`config.mk`:
```
export PLATFORM = sky130hd
export DESIGN_NAME = bcd_run_ctrl
export DESIGN_NICKNAME = d
export VERILOG_FILES = /design/src/rtl/bcd_run_ctrl_pkg.sv /design/src/rtl/bcd_run_ctrl_step.sv /design/src/rtl/bcd_run_ctrl.sv
export SDC_FILE = /design/constraint.sdc
export NUM_CORES = 1
export LEC_CHECK = 0
export ABC_AREA = 1
export CAP_MARGIN = 20
export CELL_PAD_IN_SITES_DETAIL_PLACEMENT = 0
export CELL_PAD_IN_SITES_GLOBAL_PLACEMENT = 1
export CORE_MARGIN = 2
export CORE_UTILIZATION = 33
export CTS_CLUSTER_SIZE = 14
export DETAILED_ROUTE_END_ITERATION = 10
export PLACE_DENSITY = 0.85
export SYNTH_ARGS = -nofsm -noshare
export SYNTH_HDL_FRONTEND = slang
export SYNTH_SLANG_ARGS = --single-unit
```
`constraint.sdc`:
```
create_clock -name clk1 -period 2.21 [get_ports clk1]
set_clock_uncertainty 0.1 [all_clocks]
set_input_delay 0.221 -clock clk1 [delete_from_list [all_inputs] [get_ports clk1]]
set_output_delay 0.221 -clock clk1 [all_outputs]
set_load 0.005 [all_outputs]
```
`src/rtl/bcd_run_ctrl_pkg.sv`:
```
// Shared definitions for the 3-digit BCD run controller: state codes and digit geometry.
package bcd_run_ctrl_pkg;

    localparam int BCD_DIGIT_W = 4;
    localparam int BCD_DIGITS  = 3;
    localparam int BCD_W       = BCD_DIGIT_W * BCD_DIGITS;

    typedef enum logic [1:0] {
        ST_IDLE = 2'b00,
        ST_RUN  = 2'b01,
        ST_HOLD = 2'b10,
        ST_DONE = 2'b11
    } state_t;

endpackage

```
`src/rtl/bcd_run_ctrl_step.sv`:
```
// Combinational 3-digit BCD increment/decrement with ripple carry/borrow.
// Latency: 0 cycles (pure combinational); backpressure: none.
module bcd_step
    import bcd_run_ctrl_pkg::*;
(
    input  logic [BCD_W-1:0] din,
    input  logic             up_dn,
    output logic [BCD_W-1:0] dout
);

    logic [BCD_DIGIT_W-1:0] d;
    logic [BCD_DIGIT_W-1:0] nd;
    logic                   carry;

    // Digits above 9 are treated as wrapping so a bad reload value cannot stick.
    always_comb begin
        dout  = '0;
        carry = 1'b1;
        d     = '0;
        nd    = '0;
        for (int i = 0; i < BCD_DIGITS; i++) begin
            d  = din[i*BCD_DIGIT_W +: BCD_DIGIT_W];
            nd = d;
            if (carry) begin
                if (up_dn) begin
                    if (d >= 4'd9) begin
                        nd = 4'd0;
                    end else begin
                        nd    = d + 4'd1;
                        carry = 1'b0;
                    end
                end else begin
                    if (d == 4'd0) begin
                        nd = 4'd9;
                    end else begin
                        nd    = d - 4'd1;
                        carry = 1'b0;
                    end
                end
            end
            dout[i*BCD_DIGIT_W +: BCD_DIGIT_W] = nd;
        end
    end

endmodule

```
`src/rtl/bcd_run_ctrl.sv`:
```
// Start/stop/clear controlled 3-digit BCD up/down counter with terminal detect.
// Latency: tick or button edge to registered outputs in 1 cycle; backpressure: none.
module bcd_run_ctrl
    import bcd_run_ctrl_pkg::*;
#(
    parameter bit AUTO_RELOAD = 1'b0
) (
    input  logic             clk1,
    input  logic             rst,
    input  logic             tick,
    input  logic             btn_start,
    input  logic             btn_stop,
    input  logic             btn_clr,
    input  logic             up_dn,
    input  logic [BCD_W-1:0] limit,
    output logic [3:0]       u,
    output logic [3:0]       t,
    output logic [3:0]       h,
    output logic [1:0]       state,
    output logic             running,
    output logic             done
);

    state_t           st;
    logic             start_q, stop_q, clr_q;
    logic             ev_start, ev_stop, ev_clr;
    logic             win_start, win_stop, win_clr, any_ev;
    logic [BCD_W-1:0] cur, nxt, reload_val;
    logic             terminal;

    assign cur   = {h, t, u};
    assign state = st;

    bcd_step u_step (
        .din   (cur),
        .up_dn (up_dn),
        .dout  (nxt)
    );

    assign ev_start = btn_start & ~start_q;
    assign ev_stop  = btn_stop  & ~stop_q;
    assign ev_clr   = btn_clr   & ~clr_q;

    // Only the highest-priority event acts; any event at all blocks the count step.
    assign win_clr   = ev_clr;
    assign win_stop  = ev_stop & ~ev_clr;
    assign win_start = ev_start & ~ev_stop & ~ev_clr;
    assign any_ev    = ev_start | ev_stop | ev_clr;

    assign reload_val = up_dn ? '0 : limit;
    assign terminal   = up_dn ? (nxt == limit) : (nxt == '0);

    always_ff @(posedge clk1) begin
        if (rst) begin
            {h, t, u} <= '0;
            st        <= ST_IDLE;
            running   <= 1'b0;
            done      <= 1'b0;
            start_q   <= 1'b1;
            stop_q    <= 1'b1;
            clr_q     <= 1'b1;
        end else begin
            start_q <= btn_start;
            stop_q  <= btn_stop;
            clr_q   <= btn_clr;
            done    <= 1'b0;
            if (win_clr) begin
                {h, t, u} <= reload_val;
                st        <= ST_IDLE;
                running   <= 1'b0;
            end else begin
                case (st)
                    ST_IDLE: begin
                        if (win_start) begin
                            st      <= ST_RUN;
                            running <= 1'b1;
                        end
                    end
                    ST_RUN: begin
                        if (win_stop) begin
                            st      <= ST_HOLD;
                            running <= 1'b0;
                        end else if (tick && !any_ev) begin
                            if (terminal) begin
                                done <= 1'b1;
                                if (AUTO_RELOAD) begin
                                    {h, t, u} <= reload_val;
                                end else begin
                                    {h, t, u} <= nxt;
                                    st        <= ST_DONE;
                                    running   <= 1'b0;
                                end
                            end else begin
                                {h, t, u} <= nxt;
                            end
                        end
                    end
                    ST_HOLD: begin
                        if (win_start) begin
                            st      <= ST_RUN;
                            running <= 1'b1;
                        end
                    end
                    ST_DONE: begin
                        if (win_start) begin
                            {h, t, u} <= reload_val;
                            st        <= ST_RUN;
                            running   <= 1'b1;
                        end
                    end
                    default: begin
                        st      <= ST_IDLE;
                        running <= 1'b0;
                    end
                endcase
            end
        end
    end

endmodule

```
==> results of run 1 <==
## area by class of cell
cell class                      count  area [um2]
Clock inverter                      1       7.507
Fill cell                         568        2649
Tap cell                           75       93.84
Multi-Input combinational cell    260        1665
Inverter                           46       185.2
Timing Repair Buffer              102       885.9
Clock buffer                        3       41.29
Sequential cell                    19       392.9
## power breakdown
part,internal (uW),leakage (uW),switching [uW]
logic,432,0.00139,470
registers,371,0.000159,33.3
clock network,128,0.0000217,140
total,931,0.00157,644
## timing repair
action,CTS,global route
gates resized for setup,21,61
pin swaps,19,35
gates cloned,0,0
setup buffers,5,5
endpoints found under the setup margin,4,4
## cell usage after synthesis (all sizes together), types with 3 or more instances
master	number	area, um2
ha	9	112.6
o21ai	4	20.01
nand4	6	37.54
dfxtp	19	380.4
inv	46	172.7
nand3	51	265.3
a221oi	11	96.34
nor2	24	116.4
nand2	123	513.0
a31oi	11	68.82
xor2	3	26.28
a21oi	8	70.07
buf	4	27.52
clkbuf	7	27.52
nand3b	3	22.52
## how the worst max path moves through the flow
stage	from	to	slack, ns	depth (start not counted)
finish	u[0]	state[1]	-0.05	17
global route	t[0]	state[1]	-0.21	18
CTS	u[0]	state[1]	-0.06	19
detailed placement	up_dn	state[1]	-0.28	17
global placement	up_dn	state[1]	-0.24	17
floorplan	t[1]	state[1]	0.008	18
## kinds of logic (layout without fill, tap and decap cells)
family	Yosys count	count (layout)	synth area share
and+or+nand+nor	210	210	0.4851
buffers and inverters	57	152	0.1132
AOI/OAI and AO/OA	38	38	0.1437
DFF	19	19	0.1891
adders and majority gates	9	9	0.05597
xor gates and xnor gates	3	3	0.01306
## worst max-delay path: cells and delay by family (launching register included)
kind / cells / cell delay [ns]
AO/OA/AOI/OAI: 3 / 0.41
flip-flops: 1 / 0.40
AND/OR/NAND/NOR: 11 / 0.88
buffers and inverters: 2 / 0.21
adder cells (fa/ha/maj): 1 / 0.18
## sequential cells by signal, indices dropped and copies added (netlist names)
signal   flops
state        2
clr_q        1
u            4
done         1
stop_q       1
start_q      1
running      1
t            4
h            4
## through the flow
stage | hold WS [ns] | cells | total power (uW)
floorplan | 0.1920 | 336 | 826.7
global placement | 0.3771 | 492 | 1147
detailed placement | 0.3678 | 492 | 1148
CTS | 0.3861 | 501 | 1463
global route | 0.4212 | 506 | 1682
finish | 0.3894 | 506 | 1575
## layer usage
layer  vias to the layer above  GRT usage  part of all wire
met4                         0    0.02667            0.0068
met2                        78     0.3390              0.47
li1                       1294          -                 -
met5                         -          0                 0
met3                         6    0.03407             0.052
met1                      1161     0.2694              0.47
==> impl_metrics.ini, run 1 <==
[finish]
fin_nets = 460
final_common_cell = nand2_1
utilization = 0.5526
syn_to_final_growth_pct = 62.62
antenna-diode-count = 0
mostFrequentLayoutCells = nand2_1 (90), buf_4 (61), nand3_1 (36)
fin_area_mm2 = 0.003272
drive_gt1_frac = 0.3689

[setup_path]
r2r_slack_ns = -0.05
cp_cell_sequence = inv_4, ha_4, nand3_4, nand2_8, a21oi_4, buf_6, nand3_4, nand3_2, nand2_2, nor2_2, nand2_2, o21bai_4, nand2_2, nand2_2, nand2_2, nand2_2, a21oi_2
cpMostUsedCell = nand2_2
rr_worst_depth = 17
cp_max_fo = 5
end_kind = register
critPathLaunchType = register
arrival_ns = 2.33
cpPeakStageDelay_ns = 0.40
worstReg2RegStart = u[0]
crit_type = register to register
crit_slowest_cell = dfxtp_4
r2r-end = state[1]
worstPathRequired_ns = 2.28

[timing]
fin_crit_ns = 2.262
hold_viol = 0
grt_setup_unrepaired = true
layout_setup_ws_ns = -0.05219
slew_headroom = 0.7872
min_period_over_period = 1.024
finalSetupTns_ns = -0.1202
finalMaxSlewViolations = 0
tightest_slew_ns = 0.3187
final-setup-viol-count = 3
fmax_ghz = 0.4421

[hold_path]
min_to = stop_q
hold_class = primary input to register
whs_path_depth = 3
hp-start = btn_stop

[routing]
route.detailed.wl_per_inst_um = 13.30
drcViolationCount = 0
vias = 2539
wirelength_mm = 6.731
antenna_left = 0
vias_per_cell = 5.018
dr.pass1.iters = 4
drtIter0Drc = 152

[logic_synthesis]
synth.net_count = 364
avgSynthCellArea_um2 = 5.988
synth_edf_count = 0
ys_seq_area_frac = 0.1891
ys_warn_count = 0
synth_seq_cells = 19
synthFlopType = dfxtp_1
postSynthCellCount = 336
ys_async_sr_fraction = 0
yosysUniqueCellTypes = 34
syn-cell-area_mm2 = 0.002012

[cts]
cts_sinks = 19
tritoncts = done
clk_pin_slew_ns = 0.08
cts_hold_buf = 0
root_buffer = clkbuf_8
cts_buffers = 3
clockBufferDepth = 2
clk-insertion-delay-late_ns = 0.27
cts_max_level = 1

[global_route]
grt_pass1_wl_mm = 10.47
antenna_found_initial = 0
track_usage = 0.1994
grt_overflow = 0
grt_max_degree = 15
grt_pass1_vias = 2262

[floorplan]
rows = 28
io_pins = 35
core_mm2 = 0.005921
initial_utilization = 0.3398
dieArea_mm2 = 0.006737
die_h_um = 82.08
chipWidth_um = 82.08

[outcome]
status = finished, violations left
violations = negative setup slack

[placement]
dpl_cell_area_mm2 = 0.002855
port_buffers = 34
dp_slack_ns = -0.2834
hpwl_mm = 4.875
gp_congestion = 0.9229

[pwr]
vdd_ir_drop_max_mv = 0.2735
cellPowerDensity_mw_per_mm2 = 481.3
p_leak_uw = 0.001569

[job]
maxCapViolCount = 0
Note: power is estimated with default switching activity, not from simulation.
==> run 2: changes to the inputs <==
--- a/config.mk
+++ b/config.mk
@@ -9,6 +9,7 @@
 export CAP_MARGIN = 20
 export CELL_PAD_IN_SITES_DETAIL_PLACEMENT = 0
 export CELL_PAD_IN_SITES_GLOBAL_PLACEMENT = 1
+export CORE_ASPECT_RATIO = 1.75
 export CORE_MARGIN = 2
 export CORE_UTILIZATION = 33
 export CTS_CLUSTER_SIZE = 14
==> run 2 against run 1 <==
  * Routed wire length shrank 5.0%
  * Largest power group unchanged
  * Final area shrank 5.5%
  * Sequential share of layout area grew 0.62 points
  * The run still ends with negative setup slack left
==> impl_metrics.ini, run 2 (synthesis results as in run 1) <==
[outcome]
status = finished, violations left
violations = negative setup slack

[routing]
antenna_left = 0
vias = 2529
route.detailed.wl_per_inst_um = 12.64
vias_per_cell = 4.998
dr.pass1.iters = 4
wirelength_mm = 6.394
drtIter0Drc = 91
drcViolationCount = 0

[floorplan]
initial_utilization = 0.3422
chipWidth_um = 63.03
core_mm2 = 0.005879
die_h_um = 107.3
rows = 37
dieArea_mm2 = 0.006762
io_pins = 35

[timing]
fin_crit_ns = 2.269
final-setup-viol-count = 4
grt_setup_unrepaired = true
fmax_ghz = 0.4408
slew_headroom = 0.6985
finalMaxSlewViolations = 0
layout_setup_ws_ns = -0.05880
tightest_slew_ns = 0.4517
finalSetupTns_ns = -0.1185
min_period_over_period = 1.027
hold_viol = 0

[placement]
dpl.cell_count = 492
port_buffers = 34
dp_slack_ns = -0.3113
hpwl_mm = 5.143
gp_congestion = 0.8355

[global_route]
grt_max_degree = 17
grt_pass1_wl_mm = 11.08
antenna_found_initial = 0
grt_overflow = 0
track_usage = 0.2017
grt_pass1_vias = 2589

[finish]
final_common_cell = nand2_1
layout.cells.non_filler = 506
syn_to_final_growth_pct = 53.67
drive_gt1_frac = 0.2944
fin_nets = 457
utilization = 0.5259
mostFrequentLayoutCells = nand2_1 (104), buf_4 (62), nand3_1 (47)
antenna-diode-count = 0
multiInputGateArea_mm2 = 0.001521
n_fill_cell = 623
regArea_um2 = 390.4

[cts]
cts_sinks = 19
clk-insertion-delay-late_ns = 0.26
clockBufferDepth = 2
cts_buffers = 3
cts_max_level = 1
root_buffer = clkbuf_8
tritoncts = done
cts_hold_buf = 0
clk_pin_slew_ns = 0.08

[setup_path]
worstPathRequired_ns = 2.27
cp_max_fo = 6
cpPeakStageDelay_ns = 0.36
end_kind = register
cp_cell_sequence = inv_2, ha_4, a21oi_4, inv_4, nand2_8, nor2_8, nand2_2, nand2_2, nand2_1, nand2_1, nor2_2, nand2_1, o21bai_2, nand2_1, nand2_2, nand2_2, nand2_2, a21oi_2
critPathLaunchType = register
cpMostUsedCell = nand2_2
crit_type = register to register
crit_slowest_cell = dfxtp_2
arrival_ns = 2.33

[pwr]
finalPower_uw = 1493
vdd_ir_drop_max_mv = 0.3129
cellPowerDensity_mw_per_mm2 = 482.8
p_leak_uw = 0.001514

[hold_path]
hold_class = primary input to register

[job]
maxCapViolCount = 0
run 2: changes by cell type in the layout (fill, tap and decap cells not counted), moves of 2 or more:
cell / previous run / this run
nor2_1: 16 / 20
inv_4: 5 / 3
nor2_2: 5 / 2
nand3_2: 12 / 1
nand3_1: 36 / 47
nand2_1: 90 / 104
ha_4: 4 / 2
buf_6: 6 / 1
nand2_2: 25 / 14
nand2_4: 6 / 3
run 2: cell type report:
cell class / instances / share of cell area
flip-flops and latches: 19 / 0.1263
inverters: 46 / 0.05828
multi-input cells: 260 / 0.4921
repair buffers: 99 / 0.2768
well taps: 78 / 0.03157
clock buffers: 3 / 0.01335
clock inverters: 1 / 0.001619
run 2: worst max-delay path: cells and delay by family, from the launching register on:
family / cells / cell delay (ns)
buffers and inverters: 2 / 0.14
flip-flops: 1 / 0.36
AND/OR/NAND/NOR: 12 / 0.96
adder cells (fa/ha/maj): 1 / 0.18
AO/OA/AOI/OAI: 3 / 0.41
run 2: final timing paths:
| path | depth (start not counted) | startpoint | end | slack, ns |
|---|---|---|---|---|
| max | 18 | u[0] | state[1] | -0.06 |
| min | 3 | btn_stop | stop_q | 0.39 |
| min reg2reg | 2 | state[1] | state[1] | 0.41 |
| max reg2reg | 18 | u[0] | state[1] | -0.06 |
run 2: metal layers:
metal,vias to the layer above,part of all wire,wire [um],track usage
li1,1293,-,-,-
met1,1163,0.38,2461,0.2034
met2,61,0.56,3604,0.4065
met3,12,0.030,190,0.02092
met4,0,0.022,138,0.08254
met5,-,0,0,0
run 2: power breakdown:
| part | switching, uW | leakage (uW) | internal, uW |
|---|---|---|---|
| clock network | 127 | 0.0000255 | 126 |
| registers | 27.1 | 0.000159 | 372 |
| logic | 433 | 0.00133 | 409 |
run 2: repair_timing:
action	in CTS	in global routing
resized for setup	30	9
setup endpoints to repair	4	5
pin swaps	17	7
endpoints found under the hold margin	0	0
setup buffers	10	0
run 2: stage by stage:
| stage | hold slack [ns] | cell area [um2] |
|---|---|---|
| 2_1_floorplan | 0.1920 | 2028 |
| 3_3_place_gp | 0.3952 | 2849 |
| 3_5_place_dp | 0.3975 | 2849 |
| 4_1_cts | 0.3898 | 3057 |
| 5_1_grt | 0.4209 | 3092 |
| 6_report | 0.3949 | 3092 |
